`src/rtl/rts_cts_pkg.sv`:
```
// Shared types and default constants for the RTS/CTS flow-control controller.
// Optional TX stall watchdog is enabled by defining RTS_CTS_TIMEOUT_EN.
package rts_cts_pkg;

   typedef enum logic [1:0] {
      OFF       = 2'd0,
      OPEN      = 2'd1,
      HOLD      = 2'd2,
      THROTTLED = 2'd3
   } cts_state_t;

   localparam int unsigned DEF_SYNC_STAGES = 2;
   localparam int unsigned DEF_FILT_CYC    = 4;
   localparam int unsigned DEF_LEVEL_W     = 5;
   localparam int unsigned DEF_HI_WATER    = 24;
   localparam int unsigned DEF_LO_WATER    = 8;
   localparam int unsigned DEF_HOLD_CYC    = 16;
   localparam int unsigned DEF_TIMEOUT_CYC = 1024;

endpackage

```
`src/rtl/rts_filter.sv`:
```
// Synchroniser chain plus stability filter for the asynchronous rts pin.
// A new level is only accepted once it has been stable for FILT_CYC cycles.
module rts_filter
   import rts_cts_pkg::*;
#(
   parameter int unsigned SYNC_STAGES = DEF_SYNC_STAGES,
   parameter int unsigned FILT_CYC    = DEF_FILT_CYC
) (
   input  logic clk,
   input  logic rst,
   input  logic rts,
   output logic rts_sync
);

   localparam int unsigned CNT_W = (FILT_CYC > 1) ? $clog2(FILT_CYC) : 1;
   localparam logic [CNT_W-1:0] CNT_LAST = CNT_W'(FILT_CYC - 1);

   logic [SYNC_STAGES-1:0] chain;
   logic [CNT_W-1:0]       filt_cnt;
   logic                   synced;

   assign synced = chain[SYNC_STAGES-1];

   // Counter only runs while the synced pin disagrees with the accepted level
   always_ff @(posedge clk) begin
      if (rst) begin
         chain    <= '0;
         filt_cnt <= '0;
         rts_sync <= 1'b0;
      end else begin
         chain <= {chain[SYNC_STAGES-2:0], rts};
         if (synced == rts_sync) begin
            filt_cnt <= '0;
         end else if (filt_cnt == CNT_LAST) begin
            rts_sync <= ~rts_sync;
            filt_cnt <= '0;
         end else begin
            filt_cnt <= filt_cnt + CNT_W'(1);
         end
      end
   end

endmodule

```
`src/rtl/rts_cts_flow_ctrl.sv`:
```
// RTS/CTS flow-control controller: filtered TX permit and hysteretic CTS FSM.
// Define RTS_CTS_TIMEOUT_EN to build the TX stall watchdog driving `timeout`.
module rts_cts_flow_ctrl
   import rts_cts_pkg::*;
#(
   parameter int unsigned SYNC_STAGES = DEF_SYNC_STAGES,
   parameter int unsigned FILT_CYC    = DEF_FILT_CYC,
   parameter int unsigned LEVEL_W     = DEF_LEVEL_W,
   parameter int unsigned HI_WATER    = DEF_HI_WATER,
   parameter int unsigned LO_WATER    = DEF_LO_WATER,
   parameter int unsigned HOLD_CYC    = DEF_HOLD_CYC,
   parameter int unsigned TIMEOUT_CYC = DEF_TIMEOUT_CYC
) (
   input  logic               clk,
   input  logic               rst,
   input  logic               rts,
   input  logic [LEVEL_W-1:0] rx_level,
   input  logic               tx_valid,
   output logic               tx_ready,
   output logic               cts,
   output logic               rts_sync,
   output logic               timeout
);

   if (HI_WATER >= (1 << LEVEL_W)) begin : g_bad_hi
      $fatal(1, "HI_WATER does not fit in LEVEL_W bits");
   end
   if (LO_WATER >= HI_WATER) begin : g_bad_lo
      $fatal(1, "LO_WATER must be below HI_WATER");
   end
   if (SYNC_STAGES < 2 || FILT_CYC < 1 || HOLD_CYC < 1) begin : g_bad_cfg
      $fatal(1, "SYNC_STAGES >= 2, FILT_CYC >= 1 and HOLD_CYC >= 1 required");
   end

   localparam int unsigned HOLD_W = (HOLD_CYC > 1) ? $clog2(HOLD_CYC) : 1;
   localparam logic [HOLD_W-1:0]  HOLD_LAST = HOLD_W'(HOLD_CYC - 1);
   localparam logic [LEVEL_W-1:0] HI_LV     = LEVEL_W'(HI_WATER);
   localparam logic [LEVEL_W-1:0] LO_LV     = LEVEL_W'(LO_WATER);

   cts_state_t        state, state_nxt;
   logic [HOLD_W-1:0] hold_cnt, hold_cnt_nxt;

   rts_filter #(
      .SYNC_STAGES (SYNC_STAGES),
      .FILT_CYC    (FILT_CYC)
   ) u_rts_filter (
      .clk      (clk),
      .rst      (rst),
      .rts      (rts),
      .rts_sync (rts_sync)
   );

   // cts is registered from the state, so it lags a state change by one cycle
   always_ff @(posedge clk) begin
      if (rst) begin
         state    <= OFF;
         hold_cnt <= '0;
         cts      <= 1'b0;
         tx_ready <= 1'b0;
      end else begin
         state    <= state_nxt;
         hold_cnt <= hold_cnt_nxt;
         cts      <= (state == OPEN);
         tx_ready <= rts_sync;
      end
   end

   // HOLD ignores rx_level entirely, which guarantees the minimum hold-off
   always_comb begin
      state_nxt    = state;
      hold_cnt_nxt = hold_cnt;
      case (state)
         OFF: begin
            hold_cnt_nxt = '0;
            state_nxt    = (rx_level >= HI_LV) ? HOLD : OPEN;
         end
         OPEN: begin
            if (rx_level >= HI_LV) begin
               state_nxt    = HOLD;
               hold_cnt_nxt = '0;
            end
         end
         HOLD: begin
            if (hold_cnt == HOLD_LAST) begin
               state_nxt    = THROTTLED;
               hold_cnt_nxt = '0;
            end else begin
               hold_cnt_nxt = hold_cnt + HOLD_W'(1);
            end
         end
         THROTTLED: begin
            if (rx_level <= LO_LV) begin
               state_nxt = OPEN;
            end
         end
         default: begin
            state_nxt    = OFF;
            hold_cnt_nxt = '0;
         end
      endcase
   end

`ifdef RTS_CTS_TIMEOUT_EN
   localparam int unsigned TO_W = $clog2(TIMEOUT_CYC + 1);
   localparam logic [TO_W-1:0] TO_MAX = TO_W'(TIMEOUT_CYC);

   logic [TO_W-1:0] stall_cnt;

   // Saturating stall counter; the flag stays set until the stall is resolved
   always_ff @(posedge clk) begin
      if (rst || rts_sync || !tx_valid) begin
         stall_cnt <= '0;
         timeout   <= 1'b0;
      end else if (stall_cnt != TO_MAX) begin
         stall_cnt <= stall_cnt + TO_W'(1);
         if (stall_cnt == TO_MAX - TO_W'(1)) begin
            timeout <= 1'b1;
         end
      end
   end
`else
   logic unused_cfg;

   assign unused_cfg = tx_valid ^ TIMEOUT_CYC[0];
   assign timeout    = 1'b0;
`endif

endmodule
```
`config.mk`:
```
export PLATFORM = sky130hd
export DESIGN_NAME = rts_cts_flow_ctrl
export DESIGN_NICKNAME = d
export VERILOG_FILES = /design/src/rtl/rts_cts_pkg.sv /design/src/rtl/rts_filter.sv /design/src/rtl/rts_cts_flow_ctrl.sv
export SDC_FILE = /design/constraint.sdc
export NUM_CORES = 1
export LEC_CHECK = 0
export ABC_AREA = 0
export CORE_MARGIN = 2
export CORE_UTILIZATION = 47
export DETAILED_ROUTE_END_ITERATION = 10
export HOLD_SLACK_MARGIN = 0.08
export PLACE_DENSITY = 0.7
export SLEW_MARGIN = 20
export SYNTH_ARGS = -nofsm -noshare
export SYNTH_HDL_FRONTEND = slang
export SYNTH_HIERARCHICAL = 1
export SYNTH_SLANG_ARGS = --single-unit
```
`constraint.sdc`:
```
create_clock -name clk -period 1.6 [get_ports clk]
set_input_delay 0.16 -clock clk [delete_from_list [all_inputs] [get_ports clk]]
set_output_delay 0.16 -clock clk [all_outputs]
set_load 0.02 [all_outputs]
```
* After elaboration in Yosys (flattened, before gate mapping)
Index checks and enable logic that the tools add are counted.
** Storage, ports and cells
- Word-level logic and storage cells :: 36
- Register bits :: 13
** Cells by class
- $add $sub $neg :: 2
- Bitwise logic cells :: 2
- Magnitude comparators :: 2
- Reductions and logical operators :: 6
- Equal/unequal tests :: 9
- Muxes and demuxes :: 8
** Operator list (number)
- 4-bit one-hot mux with 3 select lines :: 1
- 2-bit 2-to-1 mux :: 4
- 4-bit 2-to-1 mux :: 2
- 2-bit one-hot mux with 4 select lines :: 1
- 2-bit == test, second input constant :: 3
- 5-bit >= comparator, second input constant :: 1
- 5-bit by 4-bit <= comparator with 1-bit output, second input constant :: 1
- 4-bit by 1-bit adder with 4-bit output, second input constant :: 1
- 4-bit == test, second input constant :: 1
- 2-bit inequality test, second input constant :: 2
- 2-bit AND reduction :: 2
- 3-bit AND reduction :: 1
- 3-bit nonzero test :: 1
- 3-bit OR reduction :: 1
- 2-bit by 1-bit adder with 2-bit output, second input constant :: 1
- 2-bit by 1-bit == test with 1-bit output, second input constant :: 1
- 2-bit zero test :: 1
- 2-bit by 1-bit inequality test with 1-bit output, second input constant :: 1
- 1-bit inverter :: 2
- 1-bit == test :: 1

* Depth between registers and ports, before layout
Gate-level depths: netlist of the first run.
- Depth after elaboration :: 3
- Depth in mapped cells :: 6
- Mapped depth without buffers :: 6

* By module
Netlist of the first run, hierarchy kept.
** Modules (own cells, without submodules)
- rts_cts_flow_ctrl :: area each 467.9 µm², cells an instance 52, seq. area each 160.2 µm², instances 1
- rts_filter :: area each 168.9 µm², cells an instance 13, seq. area each 100.1 µm², instances 1

* Worst setup path after synthesis of the first run
OpenSTA, ideal clock, no wires.
- Path kind :: register -> register
- Start point :: register state[1]
- End point :: register hold_cnt[2]
- Clock period less this slack :: 1.453 ns
- Stages on the path, launching flop included :: 7
- Setup time :: 0.130 ns
- Path buffers :: 0
- Data required time :: 1.470 ns
- Path slack :: 0.147 ns
- Data arrival time :: 1.323 ns
- Cells stage by stage :: dfxtp_1 > inv_1 > ha_1 > a21boi_0 > or2_2 > o21ai_0 > a21oi_1
** On the way
- Longest elaborated chain between the ends :: 3
- Elaborated cells on any way between the ends :: 7
- Those cells by class :: 3 x eq/ne; 1 x mux; 3 x reduce/logical
** RTL lines
- start, declared :: line rts_cts_flow_ctrl.sv:40 : cts_state_t state, state_nxt;
- start signal, assigned :: line rts_cts_flow_ctrl.sv:61 : state <= state_nxt;
- 2-bit by 1-bit == test with 1-bit output, or another cell as far along :: line rts_cts_flow_ctrl.sv:72 : case (state)
- 2-bit by 1-bit inequality test with 1-bit output (no source line) / 3-bit nonzero test (equally long branches)
- 2-bit AND reduction (no source line)
- end signal, assigned :: line rts_cts_flow_ctrl.sv:62 : hold_cnt <= hold_cnt_nxt;
- end, declared :: line rts_cts_flow_ctrl.sv:41 : logic [HOLD_W-1:0] hold_cnt, hold_cnt_nxt;
Several ways; a longest one is shown, not always the timed one.
A chain may end at the register's enable or synchronous reset.

* Worst setup path in the final report of the first run
- Start point :: register state[0]
- End point :: register state[1]
** On the way
- Longest elaborated chain between the ends :: 3
- Elaborated cells on any way between the ends :: 9
- Those cells by class :: 6 x eq/ne; 1 x mux; 2 x reduce/logical
** RTL lines (line)
- 2-bit == test / 2-bit by 1-bit == test with 1-bit output (equally long branches) :: rts_cts_flow_ctrl.sv:72
- 2-bit inequality test (no source line) / 2-bit by 1-bit inequality test with 1-bit output (equally long branches)
- 3-bit AND reduction (no source line)
Several ways; a longest one is shown, not always the timed one.

==> flow_summary.ini, run 1 <==
[routing]
drt_pre_antenna_iters = 3
drt_wl_total_mm = 1.09
wl_per_cell_um = 11.4
postRouteAntennaNets = 0
viasPerCell = 5.18
drtIter0Drc = 4
dr_total_vias = 497
drc = 0

[place]
port_buffers = 10
placedInstanceArea_um2 = 774
placed_cells = 92
hpwlAfterDp_um = 841
gp_congestion = 0.725

[global_route]
grt_max_degree = 9
grt_usage = 0.159
grt_pass1_wl_mm = 1.64
first_global_vias = 426
antenna_found_initial = 0
grt-ovfl-total = 0

[critical_path]
crit_path_start_kind = register
cpMaxStageDelayCell = dfxtp_1
crit_arrival_ns = 1.64
endpoint_kind = register
path_max_fanout = 4
path_cells = ha_1 -> o311a_1 -> a2111oi_4 -> nor2_1 -> a311oi_1
worstSetupPathType = reg2reg
worstPathRequired_ns = 1.76
timing.rr.start = state[0]
slowest_delay_ns = 0.35
crit_start = state[0]

[clock_tree]
cts_tree = built
cts_inserted_buffers = 3
root_buffer = clkbuf_4
postCtsSetupBuffers = 0
cts.sinks = 13
hold_buffers = 0
clk_latency_ns = 0.26
cts_buffer_depth = 2
clkTransAtPathRegs_ns = 0.07
htreeDepth = 1

[die]
die_w_um = 40.8
io_pins = 13
num_rows = 13
initial_core_util = 0.496
dieHeight_um = 40.8
die_area_mm2 = 0.00167
core_area_mm2 = 0.00128

[synthesis]
postSynth.asyncResetShare = 0
synthFlopType = dfxtp_1
synth_edf_count = 0
synth_top_area_share = 0.409
synth_cells = 65
avgSynthCellArea_um2 = 9.80
ys_seq_elements = 13
yosysMostFrequentCell = dfxtp_1
netlist_area_um2 = 637
synth-seq-area-share = 0.409
yosys-top-cells-area = dfxtp_1 41%, ha_1 14%, nor2b_1 4.9%, nand3_1 4.7%, a2111oi_4 4.3%
synth_commonest_cells = 13 x dfxtp_1, 7 x ha_1, 6 x nand3_1, 5 x nor2_1, 5 x nor2b_1
yosys_warnings = 6
syn_nets = 81
ys_types = 27
yosys.area.top_type = dfxtp_1

[status]
status = finished clean

[layout]
drive_gt1_frac = 0.185
stdcell_count = 96
fin_nets = 98
fin_area_um2 = 815
area_delta_synth_final_pct = 27.9
final_util = 0.634
num_antenna_cells = 0

[power]
ir_worst_vdd_uv = 748
power_leakage_nw = 0.321
power_density_mw_per_mm2 = 1300

[timing]
grt_setup_unrepaired = no
hold_viol = 0
layout_min_cycle_time_ns = 1.48
max_freq_mhz = 677
hold_ws_ns = 0.434
maxSlewViolCount = 0
fin_skew_ns = 0.000849
setup_viol = 0
period_share = 0.923
setup-tns-final_ns = 0

[min_path]
holdCritPathClass = reg2reg
hold_path.startpoint = u_rts_filter/filt_cnt[0]

[run]
drv_cap = 0
-- area by class of cell --
| type | instances | area (µm²) |
|---|---|---|
| clock buffer | 4 | 26.3 |
| fill | 110 | 470 |
| inverter | 2 | 7.51 |
| multi-input combinational | 48 | 369 |
| sequential | 13 | 263 |
| tap | 15 | 18.8 |
| timing repair buffer | 14 | 130 |
-- path summary, 6_finish.rpt --
path	end	depth (start not counted)	slack, ns
worst min register to register	u_rts_filter/filt_cnt[0]	1	0.43
worst max register to register	state[1]	5	0.12
worst min-delay path	u_rts_filter/filt_cnt[0]	1	0.43
worst max-delay path	state[1]	5	0.12
-- flip-flops by register name, summed over array words and instances (netlist names) --
register / count
cts: 1
u_rts_filter/filt_cnt: 2
u_rts_filter/chain: 2
hold_cnt: 4
state: 2
tx_ready: 1
u_rts_filter/rts_sync: 1
-- power by group --
group / internal, W / switching (W) / total, W
logic: 0.000240 / 0.000226 / 0.000465
clock network: 0.0000963 / 0.0000963 / 0.000193
registers: 0.000368 / 0.0000335 / 0.000402
total: 0.000704 / 0.000355 / 0.00106
-- cells by family after synthesis --
| family | count (synthesis) | synth area share |
|---|---|---|
| and+or+nand+nor | 27 | 0.246 |
| DFF | 13 | 0.409 |
| AOI/OAI and AO/OA | 11 | 0.143 |
| adders and majority gates | 7 | 0.138 |
| buffers and inverters | 4 | 0.0295 |
| other | 1 | 0.00589 |
| xor gates and xnor gates | 1 | 0.0138 |
| muxes | 1 | 0.0157 |
-- stage by stage --
stage               worst slack, ns  total power, W
finish                        0.123         0.00106
global route                 0.0299         0.00115
CTS                         0.00816         0.00106
detailed placement           -0.128        0.000864
global placement            -0.0905        0.000854
floorplan                     0.147        0.000706
-- what timing repair did --
item,in CTS,in global routing
setup endpoints to repair,4,4
resized for setup,1,6
pin swaps,0,1
-- metal layers --
metal  vias up  GRT usage  wire, µm
li1        260          -         -
met1       230      0.175       496
met2         5      0.262       549
met3         2     0.0652        25
met4         0     0.0750        19
met5         -          0         0
-- layout by cell type (no fill, tap or decap), types with 2 or more instances in the layout --
cell type / instances
nor2_1: 5
nand2_1: 2
inv_1: 2
dfxtp_2: 2
nor2b_1: 5
nand4b_1: 2
nand3_1: 5
clkdlybuf4s50_1: 10
a21oi_1: 4
ha_1: 6
clkbuf_4: 3
dfxtp_1: 11
buf_4: 4
-- critical path, delay by kind of cell (launching register included) --
kind,cells,cell delay (ns)
AOI/OAI and AO/OA,3,0.72
DFF,1,0.35
adders and majority gates,1,0.24
and+or+nand+nor,1,0.07
Power figures use the tool's default switching activity.
==> run 2: changes to the inputs <==
Settings changed: GPL_ROUTABILITY_DRIVEN set to 1, HOLD_SLACK_MARGIN 0.08 to 0.02.
==> results of run 2 <==
Final layout, timing and power as in run 1 (identical DEF).
